`src/rtl/alu_issue_stage.sv`:
```
// Issue/capture stage wrapped around the 4-bit combinational ALU:
// valid/ready intake, registered ALU pin drive, captured result released on valid/ready.
module alu_issue_stage #(
    parameter int N     = 4,
    parameter int CNT_W = 8
) (
    input  logic             clk,
    input  logic             rst,
    input  logic             in_valid,
    output logic             in_ready,
    input  logic [N-1:0]     in_a,
    input  logic [N-1:0]     in_b,
    input  logic             in_c0,
    input  logic [2:0]       in_op,
    output logic [N-1:0]     alu_a,
    output logic [N-1:0]     alu_b,
    output logic             alu_c0,
    output logic             alu_m,
    output logic             alu_s1,
    output logic             alu_s0,
    input  logic [N-1:0]     alu_data,
    input  logic             alu_cout,
    output logic             res_valid,
    input  logic             res_ready,
    output logic [N-1:0]     res_data,
    output logic             res_cout,
    output logic             res_zero,
    output logic [2:0]       res_op,
    output logic [CNT_W-1:0] op_count
);

    typedef enum logic [1:0] {
        IDLE = 2'd0,
        EXEC = 2'd1,
        DONE = 2'd2
    } state_t;

    state_t         state_q;
    state_t         state_d;
    logic [N-1:0]   a_q;
    logic [N-1:0]   b_q;
    logic           c0_q;
    logic [2:0]     op_q;
    logic           accept;
    logic           consume;

    always_ff @(posedge clk or posedge rst) begin
        if (rst) state_q <= IDLE;
        else     state_q <= state_d;
    end

    always_comb begin
        state_d = state_q;
        case (state_q)
            IDLE:    if (in_valid) state_d = EXEC;
            EXEC:    state_d = DONE;
            DONE:    if (res_ready) state_d = in_valid ? EXEC : IDLE;
            default: state_d = IDLE;
        endcase
    end

    // in_ready is forced low for the whole time reset is held
    always_comb begin
        in_ready  = 1'b0;
        res_valid = 1'b0;
        if (!rst) begin
            case (state_q)
                IDLE: in_ready = 1'b1;
                DONE: begin
                    res_valid = 1'b1;
                    in_ready  = res_ready;
                end
                default: ;
            endcase
        end
    end

    assign accept  = in_valid & in_ready;
    assign consume = res_valid & res_ready;

    always_ff @(posedge clk or posedge rst) begin
        if (rst) begin
            a_q  <= '0;
            b_q  <= '0;
            c0_q <= 1'b0;
            op_q <= '0;
        end else if (accept) begin
            a_q  <= in_a;
            b_q  <= in_b;
            c0_q <= in_c0;
            op_q <= in_op;
        end
    end

    assign alu_a  = a_q;
    assign alu_b  = b_q;
    assign alu_c0 = c0_q;
    assign alu_m  = op_q[2];
    assign alu_s1 = op_q[1];
    assign alu_s0 = op_q[0];

    // Gating with M keeps a floating C_out from logic ops out of res_cout
    always_ff @(posedge clk or posedge rst) begin
        if (rst) begin
            res_data <= '0;
            res_cout <= 1'b0;
            res_zero <= 1'b0;
            res_op   <= '0;
        end else if (state_q == EXEC) begin
            res_data <= alu_data;
            res_cout <= op_q[2] & alu_cout;
            res_zero <= (alu_data == '0);
            res_op   <= op_q;
        end
    end

    always_ff @(posedge clk or posedge rst) begin
        if (rst)          op_count <= '0;
        else if (consume) op_count <= op_count + CNT_W'(1);
    end

endmodule

```
`config.mk`:
```
export PLATFORM = sky130hd
export DESIGN_NAME = alu_issue_stage
export DESIGN_NICKNAME = d
export VERILOG_FILES = /design/src/rtl/alu_issue_stage.sv
export SDC_FILE = /design/constraint.sdc
export NUM_CORES = 1
export LEC_CHECK = 0
export CORE_AREA = 2 2 75 48
export DETAILED_ROUTE_END_ITERATION = 12
export DIE_AREA = 0 0 77 50
export PLACE_DENSITY = 0.82
export SLEW_MARGIN = 40
export SYNTH_ARGS = -nofsm -noshare
export SYNTH_HDL_FRONTEND = slang
export SYNTH_SLANG_ARGS = --single-unit
```
`constraint.sdc`:
```
create_clock -name clk -period 2.3 [get_ports clk]
set_clock_uncertainty 0.2 [all_clocks]
set_input_delay 0.575 -clock clk [delete_from_list [all_inputs] [get_ports clk]]
set_output_delay 0.575 -clock clk [all_outputs]
set_load 0.01 [all_outputs]
```
==> flow_summary_export.csv, run 1 <==
group,metric,value,unit
status,outcome,"finished, final reports clean",
place,placed_cell_area,0.001871,mm²
floorplan,die_w,77,µm
drt,drtAntennaViolNets,0,
yosys,ys_warn_count,0,
floorplan,ios,52,
pwr,total_power,1.890,mW
clock_tree,cts_tree,"built",
clock_tree,root_buffer,"clkbuf_8",
global_route,grt_overflow,0,
floorplan,die_height,50,µm
yosys,avgSynthCellArea,14.64,µm²
worst_setup_path,cp_slowest_stage_delay,0.52,ns
floorplan,row_count,16,
timing,tightestPinTransition,0.4764,ns
place,dp_hpwl,1.953,mm
hold_path,hold_class,"reg -> reg",
clock_tree,hold_buffers,0,
drt,drt_iter0_drc,9,
worst_setup_path,crit_type,"in -> out",
pwr,p_per_area,975.8,mW/mm²
clock_tree,clk_pin_slew_worst_paths,0.06,ns
timing,relSlewSlack,0.6824,
yosys,synth_seq_cells,31,
worst_setup_path,worstSetupStartpointType,"input port",
layout,layout-area-overhead-vs-synth,52.06,%
worst_setup_path,endpoint_kind,"output pin",
clock_tree,post_cts_buffers,0,
yosys,synthFlopType,"dfrtp_1",
layout,finish.utilization,0.6123,
drt,via_count,891,
clock_tree,cts_made_buffers,5,
pwr,leakagePower,0.8152,nW
job,max_cap_violations,0,
floorplan,initial_core_util,0.4027,
global_route,grt_usage,0.1567,
worst_setup_path,crit_path_top_delay_cell,"clkdlybuf4s50_1",
timing,period_share,0.9885,
worst_setup_path,cp_cell_sequence,"clkdlybuf4s50_1 > nor2b_4 > nor3_1 > buf_2",
yosys,synth_edf_count,0,
floorplan,core_region_area,0.003163,mm²
drt,drt-total-wl,2.590,mm
layout,nets,170,
clock_tree,clk_latency,0.28,ns
yosys,netlist_area,0.001274,mm²
drt,avgViaCountPerCell,4.641,
global_route,grt_antenna_before_repair,0,
drt,wl_per_cell,13.49,µm
global_route,use_met2,0.2632,
timing,max_freq,0.4398,GHz
layout,drive_above_1_share,0.2245,
floorplan,die_area,0.003850,mm²
worst_setup_path,required,1.52,ns
drt,drc,0,
layout,num_antenna_cells,0,
worst_setup_path,critPathMaxFanout,2,
timing,drv_slew,0,
place,gp_congestion,0.7071,
global_route,busiest_layer,"met2",
yosys,seq_area_frac_synth,0.6090,
pwr,ir_drop,0.5810,mV
clock_tree,h-tree-depth,2,
global_route,grt_first_pass_wirelength,4.540,mm
yosys,syn_nets,109,
clock_tree,clock_path_buffers,2,
yosys,async_reset_ff_frac,1.000,
global_route,grt_max_degree,17,
timing,setup_viol,0,
global_route,grt_pass1_vias,1007,
clock_tree,postCtsResizedCells,6,
clock_tree,cts_sinks,31,
global_route,met3_usage,0.07875,
timing,period_minus_slack,2.274,ns
timing,rsz0062_at_grt,"no",
layout,final_area,0.001937,mm²
timing,hold_violations,0,
worst_setup_path,arrival,1.50,ns
place,port_buffers,51,
global_route,grt_util_met1,0.1709,
yosys,synth_cells,87,
drt,drtPass1Iterations,3,
yosys,synth_cell_types,23,
==> cells in the final DEF, fill, tap and decap left out, types with 2 or more instances in the layout <==
master	Yosys	routed
clkdlybuf4s50_1	0	49
dfrtp_1	31	31
mux2_2	19	19
xnor2_1	6	6
clkbuf_8	0	5
buf_4	0	5
nand2_1	4	4
o21ai_0	3	3
nand4_1	3	3
inv_1	2	2
nor3b_1	2	2
nand3_1	2	2
==> worst max-delay path, delay by kind of cell <==
family / cells / cell delay [ns]
and+or+nand+nor: 2 / 0.22
buffers and inverters: 2 / 0.70
==> layout make-up <==
type | count | area (µm²)
well taps | 45 | 56.30
flip-flops and latches | 31 | 775.7
repair buffers | 57 | 561.8
fillers | 270 | 1226
inverters | 2 | 7.507
clock buffers | 6 | 72.57
multi-input cells | 51 | 462.9
==> state kept, by name (all words and copies together), names as in the netlist <==
register / flops
alu_c0: 1
res_zero: 1
op_count: 8
res_op: 3
res_cout: 1
alu_b: 4
res_data: 4
alu_a: 4
state_q: 2
op_q: 3
==> Yosys cell counts (all sizes together), types with 2 or more instances <==
| library cell | n | area share |
|---|---|---|
| o21ai | 3 | 0.012 |
| inv | 2 | 0.0059 |
| nand4 | 3 | 0.015 |
| xnor2 | 6 | 0.041 |
| nand3 | 2 | 0.0079 |
| mux2 | 20 | 0.18 |
| buf | 3 | 0.022 |
| nor3b | 2 | 0.012 |
| nand2 | 4 | 0.012 |
| dfrtp | 31 | 0.61 |
==> through the flow <==
stage / hold slack (ns) / instances / setup TNS, ns / worst slack, ns
finish: 0.2776 / 192 / 0 / 0.02646
CTS: 0.2861 / 192 / 0 / 0.03081
floorplan: 0.3076 / 87 / 0 / 0.5901
detailed placement: 0.2740 / 186 / -1.797 / -0.3996
global placement: 0.2610 / 186 / -1.626 / -0.3292
global route: 0.3133 / 192 / 0 / 0.0001990
==> where the power goes <==
group	total (mW)	switching (mW)	internal, mW	leakage, nW
clock network	0.379	0.178	0.201	0.0371
registers	0.828	0.119	0.709	0.382
logic	0.683	0.240	0.443	0.396
total	1.89	0.537	1.35	0.815
==> worst paths after layout <==
path	depth (start not counted)	from	endpoint	slack [ns]
worst max register to register	5	state_q[1]	alu_b[3]	0.52
min in group asynchronous	3	rst	op_count[2]	0.53
worst max-delay path	4	res_ready	in_ready	0.03
max in group asynchronous	4	rst	alu_a[0]	0.86
worst min-delay path	1	op_count[7]	op_count[7]	0.28
worst min register to register	1	op_count[7]	op_count[7]	0.28
==> routing by layer <==
layer	share of wire	wire length [µm]	vias up
met5	0	0	-
li1	-	-	426
met3	0.10	260	3
met1	0.42	1075	425
met2	0.47	1230	37
met4	0.0093	24	0
==> cell families after synthesis <==
family	after synthesis	synth area share
fa+ha+maj	1	0.009822
xor+xnor	7	0.04813
flops	31	0.6090
buf+inv	5	0.02750
mux	20	0.1768
compound gates	3	0.01178
simple gates	20	0.1169
(Power assumes the default switching activity.)
==> run 2: changes to the inputs <==
CTS_CLUSTER_DIAMETER = 100   (was unset)
TNS_END_PERCENT = 50   (was unset)
==> results of run 2 <==
The final DEF is identical to that of run 1; final timing and power are the same.
